==> src/rtl/layer_controller.sv <==
// layer_controller: sequences one fully-connected layer over a bank of PAR
// parallel MAC neurons. For each group of PAR outputs it walks all N_IN inputs
// and emits accumulator clear/load/write-back strobes, input and weight
// addresses, and a lane-valid mask.
// Optional feature macro: LAYER_CTRL_BIAS_EN adds a BIAS state with a biasLd
// strobe between the last accumulate and write-back of every group.
module layer_controller #(
  parameter int unsigned N_IN  = 16,
  parameter int unsigned N_OUT = 10,
  parameter int unsigned PAR   = 4,
  localparam int unsigned NGRP = (N_OUT + PAR - 1) / PAR,
  localparam int unsigned IW   = (N_IN > 1) ? $clog2(N_IN) : 1,
  localparam int unsigned GW   = (NGRP > 1) ? $clog2(NGRP) : 1,
  localparam int unsigned AW   = ((NGRP * N_IN) > 1) ? $clog2(NGRP * N_IN) : 1
) (
  input  logic          clk,
  input  logic          rst,
  input  logic          start,
  input  logic          stall,
  output logic          busy,
  output logic          accClr,
  output logic          accLd,
  output logic          biasLd,
  output logic          outLd,
  output logic          ready,
  output logic [IW-1:0]  in_sel,
  output logic [GW-1:0]  grp_sel,
  output logic [AW-1:0]  w_addr,
  output logic [PAR-1:0] lane_en
);

  // Number of valid lanes in the final group (1..PAR).
  localparam int unsigned REM = N_OUT - (NGRP - 1) * PAR;

  // Lane mask of the final group, built once at elaboration.
  function automatic logic [PAR-1:0] f_last_mask();
    logic [PAR-1:0] m;
    m = '0;
    for (int unsigned i = 0; i < PAR; i++) begin
      m[i] = (i < REM);
    end
    return m;
  endfunction

  localparam logic [PAR-1:0] LAST_MASK = f_last_mask();
  localparam logic [IW-1:0]  K_LAST    = IW'(N_IN - 1);
  localparam logic [GW-1:0]  G_LAST    = GW'(NGRP - 1);

  typedef enum logic [2:0] {
    S_IDLE,
    S_CLR,
    S_FETCH,
    S_ACC,
`ifdef LAYER_CTRL_BIAS_EN
    S_BIAS,
`endif
    S_WB,
    S_DONE
  } state_t;

  state_t         r_state;
  logic [IW-1:0]  r_k;
  logic [GW-1:0]  r_g;
  logic [AW-1:0]  r_waddr;
  logic [PAR-1:0] r_lane;
  logic           r_busy;
  logic           r_clr;
  logic           r_ld;
  logic           r_out;
  logic           r_rdy;
`ifdef LAYER_CTRL_BIAS_EN
  logic           r_bias;
`endif
  logic           w_advance;

  // Lane mask for a given group index: full except a partial last group.
  function automatic logic [PAR-1:0] f_lane(input logic [GW-1:0] g);
    return (g == G_LAST) ? LAST_MASK : {PAR{1'b1}};
  endfunction

  // Stall only freezes the sequencer outside IDLE.
  assign w_advance = (r_state == S_IDLE) || !stall;

  // Sequencer: state, counters and pre-stall strobes registered together.
  always_ff @(posedge clk or negedge rst) begin
    if (!rst) begin
      r_state <= S_IDLE;
      r_k     <= '0;
      r_g     <= '0;
      r_waddr <= '0;
      r_lane  <= '0;
      r_busy  <= 1'b0;
      r_clr   <= 1'b0;
      r_ld    <= 1'b0;
      r_out   <= 1'b0;
      r_rdy   <= 1'b0;
`ifdef LAYER_CTRL_BIAS_EN
      r_bias  <= 1'b0;
`endif
    end else if (w_advance) begin
      r_clr <= 1'b0;
      r_ld  <= 1'b0;
      r_out <= 1'b0;
      r_rdy <= 1'b0;
`ifdef LAYER_CTRL_BIAS_EN
      r_bias <= 1'b0;
`endif
      case (r_state)
        S_IDLE: begin
          if (start) begin
            r_state <= S_CLR;
            r_k     <= '0;
            r_g     <= '0;
            r_waddr <= '0;
            r_busy  <= 1'b1;
            r_clr   <= 1'b1;
            r_lane  <= f_lane(GW'(0));
          end
        end
        S_CLR: begin
          r_state <= S_FETCH;
        end
        S_FETCH: begin
          r_state <= S_ACC;
          r_ld    <= 1'b1;
        end
        S_ACC: begin
          r_waddr <= r_waddr + AW'(1);
          if (r_k != K_LAST) begin
            r_k     <= r_k + IW'(1);
            r_state <= S_FETCH;
          end else begin
            r_k <= '0;
`ifdef LAYER_CTRL_BIAS_EN
            r_state <= S_BIAS;
            r_bias  <= 1'b1;
`else
            r_state <= S_WB;
            r_out   <= 1'b1;
`endif
          end
        end
`ifdef LAYER_CTRL_BIAS_EN
        S_BIAS: begin
          r_state <= S_WB;
          r_out   <= 1'b1;
        end
`endif
        S_WB: begin
          if (r_g != G_LAST) begin
            r_g     <= r_g + GW'(1);
            r_state <= S_CLR;
            r_clr   <= 1'b1;
            r_lane  <= f_lane(r_g + GW'(1));
          end else begin
            r_g     <= '0;
            r_waddr <= '0;
            r_lane  <= '0;
            r_state <= S_DONE;
            r_rdy   <= 1'b1;
          end
        end
        S_DONE: begin
          r_state <= S_IDLE;
          r_busy  <= 1'b0;
        end
        default: begin
          r_state <= S_IDLE;
        end
      endcase
    end
  end

  // Strobes are suppressed combinationally during a stall; addresses hold.
  assign busy    = r_busy;
  assign accClr  = r_clr & ~stall;
  assign accLd   = r_ld  & ~stall;
  assign outLd   = r_out & ~stall;
  assign ready   = r_rdy & ~stall;
`ifdef LAYER_CTRL_BIAS_EN
  assign biasLd  = r_bias & ~stall;
`else
  assign biasLd  = 1'b0;
`endif
  assign in_sel  = r_k;
  assign grp_sel = r_g;
  assign w_addr  = r_waddr;
  assign lane_en = r_lane;

endmodule

==> config.mk <==
export PLATFORM = sky130hd
export DESIGN_NAME = layer_controller
export DESIGN_NICKNAME = d
export VERILOG_FILES = /design/src/rtl/layer_controller.sv
export SDC_FILE = /design/constraint.sdc
export NUM_CORES = 1
export LEC_CHECK = 0
export CAP_MARGIN = 40
export CORE_MARGIN = 3
export CORE_UTILIZATION = 40
export CTS_CLUSTER_SIZE = 30
export DETAILED_ROUTE_END_ITERATION = 16
export HOLD_SLACK_MARGIN = 0.06
export SETUP_SLACK_MARGIN = 0.05
export SYNTH_ARGS = -nofsm -noshare
export SYNTH_HDL_FRONTEND = slang
export SYNTH_SLANG_ARGS = --single-unit
export TNS_END_PERCENT = 100
==> constraint.sdc <==
create_clock -name clk -period 3.2 [get_ports clk]
set_clock_uncertainty 0.05 [all_clocks]
set_input_delay 0.64 -clock clk [delete_from_list [all_inputs] [get_ports clk]]
set_output_delay 0.64 -clock clk [all_outputs]
set_load 0.03 [all_outputs]
* Word level (Yosys, flattened, before mapping)
Cells that the tools add are included.
W data, S select, Z words.
** Storage, ports and cells
- Bits in registers :: 24
- Input bits :: 4
- Output and inout port bits :: 22
- Word-level logic and storage cells :: 67
** Cells by class
- Add/subtract/negate cells :: 3
- Equal/unequal tests :: 10
- Mux-type cells :: 27
- Bitwise logic cells :: 5
- Reductions and logical operators :: 12
** Operators with widths (count)
- $mux W4 :: 5
- $pmux W6 S3 :: 1
- $pmux W4 S2 :: 2
- $pmux W3 S5 :: 1
- $mux W6 :: 2
- $mux W3 :: 3
- $reduce_and A3 Y1 :: 3
- $mux W1 :: 8
- $add A6 B1 Y6 const B :: 1
- $eq A3 B2 Y1 const B :: 2
- $eq A3 B3 Y1 const B :: 2
- $ne A2 B2 Y1 const B :: 3
- $reduce_bool A2 Y1 :: 3
- $add A4 B1 Y4 const B :: 1
- $and A1 B1 Y1 :: 4
- $mux W2 :: 2
- $ne A4 B4 Y1 const B :: 1
- $pmux W1 S2 :: 2
- $pmux W2 S2 :: 1
- $reduce_and A4 Y1 :: 1
- $eq A3 B1 Y1 const B :: 1
- $logic_not A3 Y1 :: 1
- $reduce_bool A3 Y1 :: 1
- $add A2 B1 Y2 const B :: 1
- 5 further kinds :: 5

* Depth between registers and ports, before layout
Gate-level depths: netlist of run 1.
- Depth in word-level cells :: 5
- Gate-level depth with buffers :: 5
- Gate-level depth less buffers :: 5

* Worst setup path before layout of run 1
No wires, ideal clock.
- Kind :: in2out
- Start point :: input stall
- End point :: output accClr
- Arrival time :: 1.433 ns
- Required time :: 2.510 ns
- Path slack :: 1.077 ns
- Stages on the path :: 3
- Path buffers :: 2
- Cells stage by stage :: buf_2 > clkbuf_1 > nor2b_1
** Between the ends
- Word-level cells in the longest chain between the ends :: 2
** RTL lines
- start, declared :: line 19 : input logic stall,
- $not A1 Y1 :: line 176 : assign accClr = r_clr & ~stall;
- $and A1 B1 Y1 :: line 176
- end, declared :: line 21 : output logic accClr,
Every way passes these cells.

* Worst setup path after layout of run 1
- Start point :: input stall
- End point :: output ready
** Between the ends
- Word-level cells in the longest chain between the ends :: 2
** RTL lines
- $not A1 Y1 :: line 179 : assign ready = r_rdy & ~stall;
- $and A1 B1 Y1 :: line 179
- end, declared :: line 25 : output logic ready,
Every way passes these cells.

==> key figures, run 1 <==
Outcome
  – Outcome: finished clean

Placement
  – GPL Wtd Cong: 0.749
  – Hpwl dp: 1.92 mm
  – Port bufs: 24
  – Pre-CTS setup slack: 464 ps

Setup path
  – Worst R2R Setup Slack: 1360 ps
  – Startpoint types: input pin
  – Setup Crit Path Kind: in2out
  – Capture point of the worst reg-to-reg path: w_addr[3]
  – Worst setup path startpoint: stall
  – CP Capture Type: primary output
  – R2R cell count: 5
  – Crit path DAT: 2050 ps
  – Required @ worst endpoint: 2510 ps
  – Crit Path Max Fanout: 9
  – Reg-to-reg startpoint: grp_sel[0]

Synth
  – Synth cell types: 41
  – Syn_nets: 143
  – Synth cell count leaders: dfrtp_1 (22), nand2_1 (11), inv_1 (10)
  – Yosys top cell by area: dfrtp_1
  – Syn avg cell area: 9.46 µm²
  – FFs w/ async S/R, synth: 100%
  – Post-synthesis sequential area ratio: 43.4%
  – Yosys top cell area share: 43.4%
  – Mapped Area: 0.00127 mm²
  – Count leader, synth: dfrtp_1
  – Ys flop type: dfrtp_1
  – YS warnings: 0
  – Mapped Cells: 134
  – Post-synth EDFFs: 0
  – Synth top area cells: dfrtp_1 (43%), ha_1 (4.9%), nand2_1 (3.3%)
  – Seq cells post-synth: 22

Floorplanning
  – # rows: 19
  – Die ar.: 0.00388 mm²
  – DIE HEIGHT: 62.3 µm
  – Initial Util: 44.1%
  – Die width: 62.3 µm
  – Core area: 0.00288 mm²
  – I/O Pins: 26

Global routing
  – Vias in the first global route: 985
  – Initial antenna violation count: 0
  – Largest net degree at the start of global routing: 23
  – GRT Total Usage: 14.9%
  – Total global routing overflow: 0
  – GRT met3 Usage: 2.70%
  – Top Usage Layer GRT: met1
  – Met2 Usage GRT: 22.0%
  – Grt met1 use: 22.2%
  – First-pass GRT wire length: 4.75 mm

Finish
  – Ant. Diodes: 0
  – Area grow syn2layout: 23.7%
  – Final net count: 165
  – Layout cells sized above 1: 8.39%

STA
  – RSZ-0062 raised after global routing: no
  – Setup violators final: 0
  – Fin. Hold Viols: 0
  – Hold WS: 458 ps
  – Slew Viols, Final: 0
  – F_max: 0.365 GHz
  – Tmin final: 2740 ps
  – Period utilization: 85.6%
  – Setup slack after layout: 459 ps
  – Final TNS setup: 0 ps

Clocking
  – CTS sink cnt: 22
  – Total setup buffers inserted after CTS: 0
  – CTS buffer count: 3
  – CTS tree: yes
  – H-tree depth: 1
  – CTS Buffer Depth: 2
  – Clk slew on worst S/H paths: 130 ps
  – Post-CTS sizing: 0
  – Hold_buf cts: 0
  – Clk Latency, worst-skew pair: 310 ps
  – Clock Tree Root: clkbuf_4

Pwr
  – Leak pwr: 0.662 nW
  – Total Power: 1.09 mW
  – Seq pwr share: 40.3%
  – VDD IR max: 300 µV
  – Comb power frac: 45.3%
  – Clock network fraction of design power: 14.4%
  – Switching power: 0.458 mW
  – Internal power: 0.634 mW
  – Sw Ratio: 41.9%
  – Total power per unit cell area: 696 mW/mm²

Route
  – DRT iter0 DRCs: 27
  – Initial DRT Pass Iterations: 4
  – Vias/cell: 5.37
  – Via count: 1058
  – DR WL/cell: 13.6 µm
  – Number of remaining DRC errors: 0
  – Routed Antenna Nets: 0
  – Routed WL: 2.69 mm

Worst hold path
  – Hold depth: 1
  – Min-delay worst type: reg2reg
  – Hold worst-path end: in_sel[3]
  – Hold Path Origin: in_sel[3]

Run
  – Max cap viols: 0
## metrics by stage
stage          util, %  area, µm²  cells
2_1_floorplan        -       1270    134
3_3_place_gp      53.2       1530    193
3_5_place_dp      53.2       1530    193
4_1_cts           54.5       1570    197
5_1_grt           54.5       1570    197
6_report          54.5       1570    197
## state kept, by name, summed over array words and instances, names as in the netlist
register / count
r_rdy: 1
in_sel: 4
grp_sel: 2
lane_en: 2
w_addr: 6
r_clr: 1
r_state: 3
busy: 1
r_ld: 1
r_out: 1
## metal layers
layer	wire [µm]	part of all wire (%)	vias up
li1	-	-	528
met1	1420	53	506
met2	1130	42	22
met3	122	4.5	2
met4	16	0.60	0
met5	0	0	-
## cell type report
| cell class | count | area [µm²] |
|---|---|---|
| multi-input combinational | 91 | 621 |
| clock buffer | 4 | 36.3 |
| inverter | 10 | 37.5 |
| sequential | 22 | 551 |
| timing repair buffer | 28 | 270 |
| fill | 264 | 1310 |
| tap | 42 | 52.6 |
## cells by family (layout without fill, tap and decap cells)
logic type                 Yosys count  in the layout  synth area share, %
muxes                                2              2                 1.58
DFF                                 22             22                 43.4
AOI/OAI and AO/OA                   40             40                 22.5
and+or+nand+nor                     43             43                 19.6
buffers and inverters               21             42                 7.60
adders and majority gates            5              5                 4.94
other                                1              1                0.296
## placed cells by master (no fill, tap or decap), drive strengths merged, types with 5 or more instances in the layout
master and count:
a21oi 7, clkdlybuf4s50 24, nor2b 6, o211ai 5
nand3 5, nand2 11, dfrtp 22, nor2 6
inv 10, ha 5, a31oi 6, o21ai 6
## critical path, stage by stage
cell             delay (ps)
clkdlybuf4s50_1         560
nor2b_1                 170
clkdlybuf4s50_1         680
## power groups by stage
stage | sequential [mW] | combinational [mW] | clock [mW]
detailed placement | 0.447 | 0.498 | 0
finish | 0.440 | 0.494 | 0.158
global placement | 0.442 | 0.494 | 0
global route | 0.459 | 0.538 | 0.179
CTS | 0.440 | 0.499 | 0.164
floorplan | 0.559 | 0.191 | 0
## worst max-delay path by stage
| stage | end | slack, ps |
|---|---|---|
| floorplan | accClr | 1080 |
| detailed placement | accClr | 460 |
| global placement | outLd | 480 |
| finish | ready | 460 |
| CTS | accClr | 470 |
| global route | ready | 400 |
Power figures use the tool's default switching activity.
==> run 2: changes to the inputs <==
--- a/config.mk
+++ b/config.mk
@@ -10,7 +10,7 @@
 export CORE_UTILIZATION = 40
 export CTS_CLUSTER_SIZE = 30
 export DETAILED_ROUTE_END_ITERATION = 16
-export HOLD_SLACK_MARGIN = 0.06
+export HOLD_SLACK_MARGIN = 0.08
 export SETUP_SLACK_MARGIN = 0.05
 export SYNTH_ARGS = -nofsm -noshare
 export SYNTH_HDL_FRONTEND = slang
==> results of run 2 <==
Final layout, timing and power as in run 1 (identical DEF).
==> run 3: changes to the inputs <==
--- a/config.mk
+++ b/config.mk
@@ -12,6 +12,7 @@
 export DETAILED_ROUTE_END_ITERATION = 16
 export HOLD_SLACK_MARGIN = 0.08
 export SETUP_SLACK_MARGIN = 0.05
+export SLEW_MARGIN = 20
 export SYNTH_ARGS = -nofsm -noshare
 export SYNTH_HDL_FRONTEND = slang
 export SYNTH_SLANG_ARGS = --single-unit
==> constraint.sdc (replaced) <==
create_clock -name clk -period 3.2 [get_ports clk]
set_clock_uncertainty 0.05 [all_clocks]
set_input_delay 0.32 -clock clk [delete_from_list [all_inputs] [get_ports clk]]
set_output_delay 0.32 -clock clk [all_outputs]
set_load 0.03 [all_outputs]
==> run 3 against run 2 <==
Effect of this change: flip-flop and latch count unchanged; wire length up 2.0%; hold slack worse by 130 ps; final cell count down 0.51%; die area unchanged; register-to-register slack about the same; worst setup slack better by 440 ps; critical path depth unchanged; combinational power up 0.8%; non-clock buffer count unchanged; fmax up 19%; via count up 0.19%; largest power group unchanged.
==> key figures, run 3 (synthesis results as in run 1) <==
Floorplanning
  – Initial Util: 44.1% (unchanged)
  – # rows: 19 (unchanged)
  – Core area: 0.00288 mm² (unchanged)
  – Die width: 62.3 µm (unchanged)
  – DIE HEIGHT: 62.3 µm (unchanged)
  – Die ar.: 0.00388 mm² (unchanged)
  – I/O Pins: 26 (unchanged)

Setup path
  – Crit path DAT: 1930 ps (-120 ps)
  – Crit Path Max Fanout: 17 (+8)
  – Worst R2R Setup Slack: 1350 ps (about the same)
  – Crit-path cells: clkdlybuf4s50_1 -> nor2b_1 -> clkdlybuf4s50_1
  – Reg-to-reg startpoint: grp_sel[0]
  – CP bufs+invs: 2 (unchanged)
  – R2R cell count: 5 (unchanged)
  – CP max stage cell: clkdlybuf4s50_1
  – Required @ worst endpoint: 2830 ps (+320 ps)
  – Crit-path most repeated cell: clkdlybuf4s50_1
  – CP Capture Type: primary output
  – Capture point of the worst reg-to-reg path: w_addr[4]
  – Setup Crit Path Kind: in2out
  – Top delay family on crit path: buffers and inverters
  – Slowest cell delay on critical path: 690 ps (about the same)
  – Startpoint types: input pin

Global routing
  – Largest net degree at the start of global routing: 18 (-22%)
  – First-pass GRT wire length: 4.74 mm (-0.15%)
  – Initial antenna violation count: 0 (unchanged)
  – Vias in the first global route: 994 (+0.91%)
  – GRT Total Usage: 14.9% (unchanged)
  – Total global routing overflow: 0 (unchanged)

Clocking
  – Clk Latency, worst-skew pair: 290 ps (-20 ps)
  – CTS buffer count: 3 (unchanged)
  – CTS sink cnt: 22 (unchanged)
  – CTS Buffer Depth: 2 (unchanged)
  – Hold_buf cts: 0 (unchanged)
  – H-tree depth: 1 (unchanged)
  – Clock Tree Root: clkbuf_4
  – CTS tree: yes
  – Post-CTS sizing: 0 (unchanged)
  – Total setup buffers inserted after CTS: 0 (unchanged)
  – Clk slew on worst S/H paths: 110 ps (-20 ps)

Finish
  – Most frequent cells in the layout: clkdlybuf4s50_1 (24), dfrtp_1 (22), nand2_1 (11), inv_1 (10), a21oi_1 (7)
  – Area grow syn2layout: 23.2%
  – Finished Layout Cells: 196 (-0.51%)
  – Most common cell after layout, fill and taps aside: clkdlybuf4s50_1
  – Max reg flops: 6 (unchanged)
  – Layout cells sized above 1: 7.79% (-0.59 points)
  – Ant. Diodes: 0 (unchanged)
  – Final net count: 165 (unchanged)

STA
  – Slew Viols, Final: 0 (unchanged)
  – Setup violators final: 0 (unchanged)
  – Tmin final: 2300 ps (-438 ps)
  – Worst Max-Slew Pin Slew: 577 ps
  – Slew HR: 61.4%
  – F_max: 0.434 GHz (+19%)
  – Period utilization: 71.9% (-14 points)
  – Fin. Hold Viols: 0 (unchanged)
  – RSZ-0062 raised after global routing: no
  – Final TNS setup: 0 ps (unchanged)

Route
  – Number of remaining DRC errors: 0 (unchanged)
  – DRT iter0 DRCs: 53 (+96%)
  – DR WL/cell: 14.0 µm (+2.6%)
  – Routed WL: 2.74 mm (+2.0%)
  – Initial DRT Pass Iterations: 4 (unchanged)
  – Routed Antenna Nets: 0 (unchanged)
  – Via count: 1060 (+0.19%)
  – Vias/cell: 5.41 (+0.70%)

Worst hold path
  – Min-delay worst type: in2async

Placement
  – Port bufs: 24 (unchanged)
  – Hpwl dp: 2.00 mm (+3.7%)
  – Placed cell count: 193 (unchanged)
  – GPL Wtd Cong: 0.768 (+2.6%)

Pwr
  – Total power per unit cell area: 680 mW/mm² (-2.4%)
  – Leak pwr: 0.658 nW (-0.69%)
  – VDD IR max: 306 µV (+2.1%)

Outcome
  – Outcome: finished clean

Run
  – Max cap viols: 0 (unchanged)
## run 3: how the worst max path moves through the flow
| stage | to | slack (ps) | from | cells after the start |
|---|---|---|---|---|
| floorplan | w_addr[3] | 1390 | grp_sel[0] | 5 |
| global placement | ready | 950 | stall | 3 |
| detailed placement | outLd | 910 | stall | 3 |
| CTS | outLd | 900 | stall | 3 |
| global route | outLd | 810 | stall | 3 |
| finish | outLd | 900 | stall | 3 |
## run 3: metal layers
layer | global-route usage, % | share of wire [%] | vias up
met5 | 0 | 0 | -
met4 | 3.31 | 1.3 | 0
met3 | 3.78 | 4.5 | 4
met2 | 22.6 | 42 | 25
met1 | 21.4 | 52 | 501
li1 | - | - | 530
## run 3: cell type report
type                            count  area (µm²)
Clock buffer                        3        22.5
Sequential cell                    22         551
Timing Repair Buffer               28         278
Multi-Input combinational cell     91         621
Inverter                           10        37.5
Tap cell                           42        52.6
Fill cell                         271        1320
## run 3: where the power goes
group / internal [mW] / leakage, nW / total [mW] / switching, mW
clock: 0.0438 / 0.0138 / 0.121 / 0.0777
sequential: 0.348 / 0.269 / 0.442 / 0.0938
combinational: 0.219 / 0.375 / 0.498 / 0.279
## run 3: per-stage QoR
stage | worst slack, ps | power [mW] | hold slack, ps | util [%] | cell area, µm²
after floorplan | 1390 | 0.749 | -25.6 | - | 1270
after global placement | 955 | 0.936 | 440 | 53.0 | 1520
after detailed placement | 912 | 0.948 | 449 | 53.5 | 1540
after CTS | 899 | 1.07 | 329 | 54.3 | 1560
after global routing | 813 | 1.14 | 340 | 54.3 | 1560
final | 898 | 1.06 | 329 | 54.3 | 1560
